**src/rtl/multi_debouncer.sv**
```systemverilog
// Multi-channel switch debouncer: per-channel synchroniser followed by either a
// stability-window filter (MODE 0) or an accept-then-lockout filter (MODE 1).
module multi_debouncer #(
    parameter int   CHANNELS      = 4,
    parameter int   STABLE_CYCLES = 16,
    parameter int   SYNC_STAGES   = 2,
    parameter int   MODE          = 0,
    parameter logic INIT          = 1'b0
) (
    input  logic                clock,
    input  logic                reset,
    input  logic                tick,
    input  logic [CHANNELS-1:0] sw_in,
    output logic [CHANNELS-1:0] out,
    output logic [CHANNELS-1:0] rise,
    output logic [CHANNELS-1:0] fall,
    output logic                any_change
);

    localparam int             CW   = $clog2(STABLE_CYCLES + 1);
    localparam logic [CW-1:0]  LAST = CW'(STABLE_CYCLES - 1);
    localparam logic [CW-1:0]  FULL = CW'(STABLE_CYCLES);
    localparam logic [CW-1:0]  ONE  = CW'(1);

    logic [CHANNELS-1:0] out_nxt;
    logic                any_q;

    for (genvar g = 0; g < CHANNELS; g++) begin : g_ch
        logic [SYNC_STAGES-1:0] sync_q;
        logic                   s;
        logic [CW-1:0]          cnt_q;
        logic [CW-1:0]          cnt_d;
        logic                   out_q;
        logic                   out_d;
        logic                   rise_q;
        logic                   fall_q;

        // Synchroniser runs every clock; tick only gates the filter counters.
        always_ff @(posedge clock) begin
            if (reset) begin
                sync_q <= {SYNC_STAGES{INIT}};
            end else begin
                sync_q <= (sync_q << 1) | SYNC_STAGES'(sw_in[g]);
            end
        end

        assign s = sync_q[SYNC_STAGES-1];

        always_comb begin
            cnt_d = cnt_q;
            out_d = out_q;
            if (MODE == 0) begin
                if (s == out_q) begin
                    cnt_d = '0;
                end else if (tick) begin
                    if (cnt_q == LAST) begin
                        out_d = s;
                        cnt_d = '0;
                    end else begin
                        cnt_d = cnt_q + ONE;
                    end
                end
            end else begin
                // Accept immediately when idle, then ignore s until the lockout drains.
                if (cnt_q == '0) begin
                    if (s != out_q) begin
                        out_d = s;
                        cnt_d = FULL;
                    end
                end else if (tick) begin
                    cnt_d = cnt_q - ONE;
                end
            end
        end

        always_ff @(posedge clock) begin
            if (reset) begin
                cnt_q  <= '0;
                out_q  <= INIT;
                rise_q <= 1'b0;
                fall_q <= 1'b0;
            end else begin
                cnt_q  <= cnt_d;
                out_q  <= out_d;
                rise_q <= out_d & ~out_q;
                fall_q <= ~out_d & out_q;
            end
        end

        assign out[g]     = out_q;
        assign rise[g]    = rise_q;
        assign fall[g]    = fall_q;
        assign out_nxt[g] = out_d;
    end

    // Registered alongside the per-channel pulses so all three line up.
    always_ff @(posedge clock) begin
        if (reset) begin
            any_q <= 1'b0;
        end else begin
            any_q <= |(out_nxt ^ out);
        end
    end

    assign any_change = any_q;

endmodule
```
**config.mk**
```make
export PLATFORM = sky130hd
export DESIGN_NAME = multi_debouncer
export DESIGN_NICKNAME = d
export VERILOG_FILES = /design/src/rtl/multi_debouncer.sv
export SDC_FILE = /design/constraint.sdc
export NUM_CORES = 1
export LEC_CHECK = 0
export ABC_CLOCK_PERIOD_IN_PS = 4200
export BUFFER_PORTS_ARGS = -buffer_cell sky130_fd_sc_hd__buf_2
export CAP_MARGIN = 20
export CORE_MARGIN = 5
export CORE_UTILIZATION = 65
export CTS_BUF_LIST = sky130_fd_sc_hd__clkbuf_4
export DETAILED_ROUTE_END_ITERATION = 8
export GPL_TIMING_DRIVEN = 0
export PLACE_DENSITY_LB_ADDON = 0.12
export SYNTH_ARGS = -nofsm -noshare
export SYNTH_HDL_FRONTEND = slang
export SYNTH_SLANG_ARGS = --single-unit
```
**constraint.sdc**
```tcl
create_clock -name clock -period 4.2 [get_ports clock]
set_clock_uncertainty 0.15 [all_clocks]
set_input_delay 0.42 -clock clock [delete_from_list [all_inputs] [get_ports clock]]
set_output_delay 0.42 -clock clock [all_outputs]
set_load 0.01 [all_outputs]
```
; Word-level counts from Yosys, hierarchy flattened
; Index checks and enable logic that the tools add are counted.
[classes]
n_addsub = 4
n_reduce_logical = 5
muxes = 16
n_eq_ne = 8
bitwise_logic = 21
[ops]
columns = op, n
row1 = 5-bit by 1-bit adder with 5-bit output (second input constant), 4
row2 = 5-bit by 4-bit == test with 1-bit output (second input constant), 4
row3 = 5-bit 2-to-1 mux, 4
row4 = 1-bit 2-to-1 mux, 12
row5 = 1-bit AND, 8
row6 = 1-bit NOT, 8
row7 = 2-bit by 1-bit bitwise OR with 2-bit output, 4
row8 = 2-bit OR reduction, 4
row9 = 1-bit == test, 4
row10 = 4-bit OR reduction, 1
row11 = 4-bit bitwise XOR, 1
[totals]
inputBits = 7
word_cells = 75
register_bits = 41

; Longest topological paths before layout
; Gate-level depths: netlist of run 1.
[depth]
word_depth = 6
ltp_mapped = 6
ltp_nobuf = 6

; Worst setup path before layout of run 1
; OpenSTA, ideal clock, no wires.
[synth_path]
path_kind = flip-flop to flip-flop
start = register g_ch[0].cnt_q[0]
end = register any_q, in the netlist any_change
required_time_ns = 3.969
setup_ns = 0.081
path_stages_with_launch = 7
path_slack_ns = 2.365
t_arrival_ns = 1.604
path_cell_list = dfxtp_1 > ha_1 > nand4_2 > nor2_4 > mux2_1 > ha_1 > a41oi_1
[synth_between]
elab_chain_len = 6
[synth_lines]
columns = element, line
row1 = start: declaration, 31  ; logic [CW-1:0] cnt_q;
row2 = start signal: assignment, 83  ; cnt_q <= cnt_d;
row3 = 5-bit by 4-bit == test with 1-bit output, 56  ; if (cnt_q == LAST) begin
row4 = 1-bit 2-to-1 mux, 56
row5 = 1-bit 2-to-1 mux, 55  ; end else if (tick) begin
row6 = 1-bit 2-to-1 mux, 53  ; if (s == out_q) begin
row7 = named net g_ch[0].out_d, 34  ; logic out_d;
row8 = 4-bit bitwise XOR, 101  ; any_q <= |(out_nxt ^ out);
row9 = 4-bit OR reduction, 101
row10 = end signal: assignment, 101
row11 = end: declaration, 26  ; logic any_q;
; The timed path passes the listed nets, and every way through them passes these cells.
; A chain may end at the register's enable or synchronous reset.

; Worst setup path in the final report of run 1
[layout_path]
start = register g_ch[1].cnt_q[0]
end = register any_q, in the netlist any_change
[layout_between]
elab_chain_len = 6
[layout_lines]
columns = element, line
row1 = start: declaration, 31
row2 = start signal: assignment, 83
row3 = 5-bit by 4-bit == test with 1-bit output, 56
row4 = 1-bit 2-to-1 mux, 56
row5 = 1-bit 2-to-1 mux, 55
row6 = 1-bit 2-to-1 mux, 53
row7 = named net g_ch[1].out_d, 34
row8 = 4-bit bitwise XOR, 101
row9 = 4-bit OR reduction, 101
; The timed path passes the listed nets, and every way through them passes these cells.

==> qor.yml, run 1 <==
cts_sinks: 41
leakage_nw: 0.897
worst_pin_slew_ns: 0.453
ys_ff_latch: 41
clock_path_buffers: 2
cts_tree: "yes"
postSynthAreaPerCell_um2: 10.4
yosysWarnings: 0
cts-resized-gates: 0
slew_viol_final: 0
drc_errors: 0
ant_nets: 0
worst_path_most_repeated_cell: "ha_1"
io_buffers: 17
grt_pass1_vias: 1352
fin_crit_sh_pct: 48.0
path_max_fanout: 4
antenna_found_initial: 0
hp-class: "in2reg"
wl_um: 3080
place.gp.congestion: 0.691
antenna_cells: 0
gr-total-overflow: 0
drtIter0Drc: 117
maxSlewHeadroom_pct: 69.8
setup_violations: 0
cp.arrival_ns: 2.14
grt_start_max_net_pins: 14
cap_viol_max_count: 0
via_per_inst: 5.23
hold_viol_final: 0
synth_nets: 204
min_period_ns: 2.02
cts.clk_slew.worst_paths_ns: 0.12
rsz0062_at_grt: "no"
fp.dieH_um: 64.3
fmax_mhz: 496
num_vias: 1261
die_w_um: 64.3
syn_area_um2: 1920
rr_worst_depth: 6
ys_seq_area_share_pct: 42.8
crit_path_end_kind: "flip-flop"
ios: 20
power_density_nw_per_um2: 316
dieArea_um2: 4140
ff_latch_area_um2: 821
tns_ns: 0
post_cts_buffers: 0
whs_path_depth: 2
peakVddDrop_uv: 273
nFillCells: 204
start_util_pct: 68.4
areaGrowthSynthToFinish_pct: 10.6
design_power_total_mw: 0.670
syn_inst: 185
grt_pass1_wl_um: 5760
ctsHtreeMaxLevel: 2
ctsHoldBuffers: 0
critical_path.startpoint_type: "flip-flop"
detail_route.first_pass.iterations: 4
synth.distinct_cells: 26
ctsRootBufferMaster: "clkbuf_4"
worst-setup-path-type: "reg2reg"
crit_chain: "ha_1 > nand4_2 > nor2_4 > mux2_1 > ha_1 > a41oi_1"
avgRoutedWirePerCell_um: 12.8
status: "completed"
cts_made_buffers: 5
drive_above_1_share_pct: 23.8
clock_latency_ns: 0.34
multi_input_area_um2: 951
grt_use_total_pct: 17.4
cpMaxStageDelayCell: "dfxtp_1"
slowest_delay_ns: 0.40
rows: 19
finish.net_count: 228
core_um2: 2810
dp_hpwl_um: 2310
required_ns: 4.33
worst max-delay path: cells and delay by family (launching register included):
kind	cells	cell delay, ns
simple gates	2	0.34
flops	1	0.40
fa+ha+maj	2	0.53
mux	1	0.34
compound gates	1	0.19
layout by cell type, fill, tap and decap left out, types with 5 or more instances in the layout:
cell type / n
nor2_1: 9
buf_4: 13
mux2i_1: 9
nand2b_1: 18
ha_1: 12
a21oi_1: 6
nand2_1: 8
buf_2: 18
xor2_1: 12
clkbuf_4: 5
dfxtp_1: 41
nor2b_1: 16
final cells by class:
class | count | share of cell area [%]
tap | 31 | 1.83
inverter | 4 | 0.708
clock buffer | 5 | 1.77
buffer | 18 | 6.25
clock inverter | 3 | 1.95
timing repair buffer | 17 | 4.01
multi-input combinational | 122 | 44.8
sequential | 41 | 38.7
power breakdown:
group,switching (mW),internal (mW)
logic,0.0130,0.0120
clock network,0.126,0.123
registers,0.00278,0.393
cell usage after synthesis (all sizes together):
cell type  instances  share of area [%]
a21oi              6                1.6
a41oi              1               0.46
buf               16                6.5
clkbuf             2               0.39
dfxtp             41                 43
ha                12                7.8
inv                4               0.78
mux2               4                2.3
mux2i              9                4.7
nand2              8                1.6
nand2b            18                5.9
nand3              3               0.78
nand3b             3                1.2
nand4              8                4.8
nand4b             3                1.4
nor2              13                4.1
nor2b             16                5.2
nor3               5                1.8
xnor2              1               0.46
xor2              12                5.5
cell families after synthesis:
logic type / synth area share [%]
AO/OA/AOI/OAI: 2.02
XOR/XNOR: 5.93
adder cells (fa/ha/maj): 7.82
buffers and inverters: 7.69
flip-flops: 42.8
multiplexers: 7.04
AND/OR/NAND/NOR: 26.7
through the flow:
stage	std cells	hold WS (ns)	area, um2	utilization [%]	setup slack (ns)
final	241	0.129	2120	75.6	2.18
after global routing	241	0.130	2120	75.6	2.05
after CTS	241	0.119	2120	75.6	2.18
after detailed placement	233	0.275	2040	72.8	2.21
after global placement	233	0.269	2040	72.8	2.27
after floorplan	185	0.264	1920	-	2.36
metal layers:
metal	wire [um]	up-vias	track usage, %
met5	0	-	0
met4	56	0	8.44
met3	89	7	4.03
met2	1520	16	31.2
met1	1410	585	19.4
li1	-	653	-
final timing paths:
kind / start / endpoint / slack (ns)
max: g_ch[1].cnt_q[0]$_SDFFE_PP0P_ / any_change$_SDFF_PP0_ / 2.18
max reg2reg: g_ch[1].cnt_q[0]$_SDFFE_PP0P_ / any_change$_SDFF_PP0_ / 2.18
min: sw_in[0] / g_ch[0].sync_q[0]$_SDFF_PP0_ / 0.13
min reg2reg: g_ch[0].sync_q[0]$_SDFF_PP0_ / g_ch[0].sync_q[1]$_SDFF_PP0_ / 0.30
registers in the layout, indices dropped and copies added, names as in the netlist:
register and cells:
any_change 1, g_ch.cnt_q 20, g_ch.fall_q 4, g_ch.out_q 4, g_ch.rise_q 4, g_ch.sync_q 8
Power figures use the tool's default switching activity.
==> run 2, diff against run 1 <==
- ABC_CLOCK_PERIOD_IN_PS: 4200 -> 2000
- CORE_UTILIZATION: 65 -> 60
- clock period: 4.2 -> 2 ns (I/O delays scaled with it)
==> run 2 against run 1 <==
Effect of this change: final cell count is 12% higher; first-iteration DRC count is 55% lower; global-route usage hardly changed; combinational power is 140% higher; hold slack worse by 0.065 ns; count of clock-buffer cells in the layout is 3 higher; total power is 97% higher.
==> qor.yml, run 2 (same netlist as run 1, synthesis figures left out) <==
crit_chain: "ha_4 > nand4_4 > nor2_4 > mux2_1 > ha_1 > a41oi_2"
largest_reg_flops: 20  # unchanged
finish.net_count: 243  # +6.6%
fin_crit_sh_pct: 95.1  # +47 points
antenna_cells: 0  # unchanged
clock_path_buffers: 2  # unchanged
crit_cells: 6  # unchanged
regMostFlops: "g_ch.cnt_q"
dp_hpwl_um: 2380  # +3.0%
cts_made_buffers: 5  # unchanged
num_vias: 1328  # +5.3%
via_per_inst: 4.94  # -5.6%
largest_registers: "g_ch.cnt_q: 20 flops, g_ch.sync_q: 8 flops"
dpl.cell_count: 246  # +5.6%
cpMaxStageDelayCell: "dfxtp_1"
fp.dieH_um: 66.6  # +3.5%
io_buffers: 17  # unchanged
path_delay_family: "adder cells"
ctsHtreeMaxLevel: 2  # unchanged
ant_nets: 0  # unchanged
grt_start_max_net_pins: 12  # -2
gr-total-overflow: 0  # unchanged
power_density_nw_per_um2: 577  # +83%
fmax_mhz: 526  # +6.1%
worst-setup-path-type: "reg2reg"
layout_common_cells: "dfxtp_1, buf_4, buf_2, nand2b_1, nor2b_1"
detail_route.first_pass.iterations: 4  # unchanged
slowest_delay_ns: 0.41  # about the same
cts_sinks: 41  # unchanged
maxSlewHeadroom_pct: 70.4  # +0.64 points
leakage_nw: 0.958  # +6.7%
ff_latch_area_um2: 828  # +0.91%
whs_path_depth: 4  # +2
nFillCells: 236  # +16%
cts.clk_slew.worst_paths_ns: 0.11  # about the same
grt_pass1_vias: 1390  # +2.8%
ctsRootBufferMaster: "clkbuf_4"
required_ns: 2.13  # -2.20 ns
die_w_um: 66.6  # +3.5%
reg2reg_to: "any_change$_SDFF_PP0_"
hold_viol_final: 0  # unchanged
grt_pass1_wl_um: 5730  # -0.49%
regToRegStartpoint: "g_ch[3].cnt_q[1]$_SDFFE_PP0P_"
rows: 20  # +1
critical_path.startpoint_type: "flip-flop"
cap_viol_max_count: 0  # unchanged
antenna_found_initial: 0  # unchanged
core_um2: 3050  # +8.8%
drtIter0Drc: 53  # -55%
cts_tree: "yes"
slew_viol_final: 0  # unchanged
cp.arrival_ns: 2.03  # -0.11 ns
areaGrowthSynthToFinish_pct: 19.2
grt_use_total_pct: 17.4  # -0.043 points
crit_buf_inv: 0  # unchanged
design_power_total_mw: 1.32  # +97%
peakVddDrop_uv: 462  # +69%
clock_latency_ns: 0.35  # about the same
avgRoutedWirePerCell_um: 12.2  # -4.5%
holdPathEnd: "g_ch[2].cnt_q[4]$_SDFFE_PP0P_"
final_common_cell: "dfxtp_1"
hp-class: "in2reg"
drc_errors: 0  # unchanged
min_period_ns: 1.90  # -0.115 ns
ios: 20  # unchanged
setup_violations: 0  # unchanged
crit_path_end_kind: "flip-flop"
rr_worst_depth: 6  # unchanged
worst_pin_slew_ns: 0.444  # -0.00954 ns
multi_input_area_um2: 988  # +3.9%
status: "completed"
dieArea_um2: 4430  # +7.0%
wl_um: 3280  # +6.6%
regToRegSetupSlack_ns: 0.1  # -2.08 ns
start_util_pct: 62.9  # -5.6 points
path_max_fanout: 4  # unchanged
place.gp.congestion: 0.717  # +3.7%
fin_cells: 269  # +12%
hold_path.startpoint: "tick"
drive_above_1_share_pct: 32.4  # +8.6 points
run 2: report_power, final:
part           total [mW]  switching [mW]  internal [mW]
Sequential          0.831         0.00618          0.825
Clock               0.428           0.247          0.181
Combinational      0.0595          0.0286         0.0308
run 2: worst max path at each step:
stage	from	endpoint	slack (ns)
6_report	g_ch[3].cnt_q[1]$_SDFFE_PP0P_	any_change$_SDFF_PP0_	0.1
5_1_grt	g_ch[1].cnt_q[0]$_SDFFE_PP0P_	any_change$_SDFF_PP0_	-0.007
4_1_cts	g_ch[0].cnt_q[1]$_SDFFE_PP0P_	any_change$_SDFF_PP0_	0.01
3_5_place_dp	g_ch[0].cnt_q[0]$_SDFFE_PP0P_	any_change$_SDFF_PP0_	0.01
3_3_place_gp	g_ch[1].cnt_q[0]$_SDFFE_PP0P_	any_change$_SDFF_PP0_	0.07
2_1_floorplan	g_ch[0].cnt_q[0]$_SDFFE_PP0P_	any_change$_SDFF_PP0_	0.16
run 2: layout make-up:
type                            count  share of cell area (%)
Sequential cell                    41                    36.2
Buffer                             18                    5.80
Inverter                            4                   0.656
Multi-Input combinational cell    122                    43.2
Clock buffer                        8                    2.63
Timing Repair Buffer               32                    9.08
Tap cell                           44                    2.41
run 2: per-stage QoR:
step           worst slack, ns  area (um2)  util, %  TNS (ns)  hold WS (ns)
2_1_floorplan            0.165        1920        -         0         0.178
3_3_place_gp            0.0702        2060     67.5         0         0.258
3_5_place_dp            0.0142        2060     67.5         0         0.270
4_1_cts                 0.0108        2170     71.1         0        0.0561
5_1_grt               -0.00709        2290     74.9  -0.00709        0.0740
6_report                0.0979        2290     74.9         0        0.0638
run 2: tightest hold or removal path, stage by stage:
cell and delay, ns:
buf_6 0.13, nand4_4 0.08, nand2_1 0.05, nor2_1 0.07
run 2: repair_timing:
action                                  in CTS  in global routing
endpoints found under the setup margin       1                  1
pin swaps                                    1                  3
hold buffers                                 4                  0
buffers inserted                             1                 10
endpoints found under the hold margin        4                  0
cloned                                       0                  0
gates resized for setup                      2                 11
run 2: per-layer routing:
layer	track usage [%]	vias to the layer above	part of all wire [%]
met4	10.2	0	2.7
met2	31.3	21	52
met5	0	-	0
met1	17.7	617	42
met3	4.89	9	3.3
li1	-	681	-
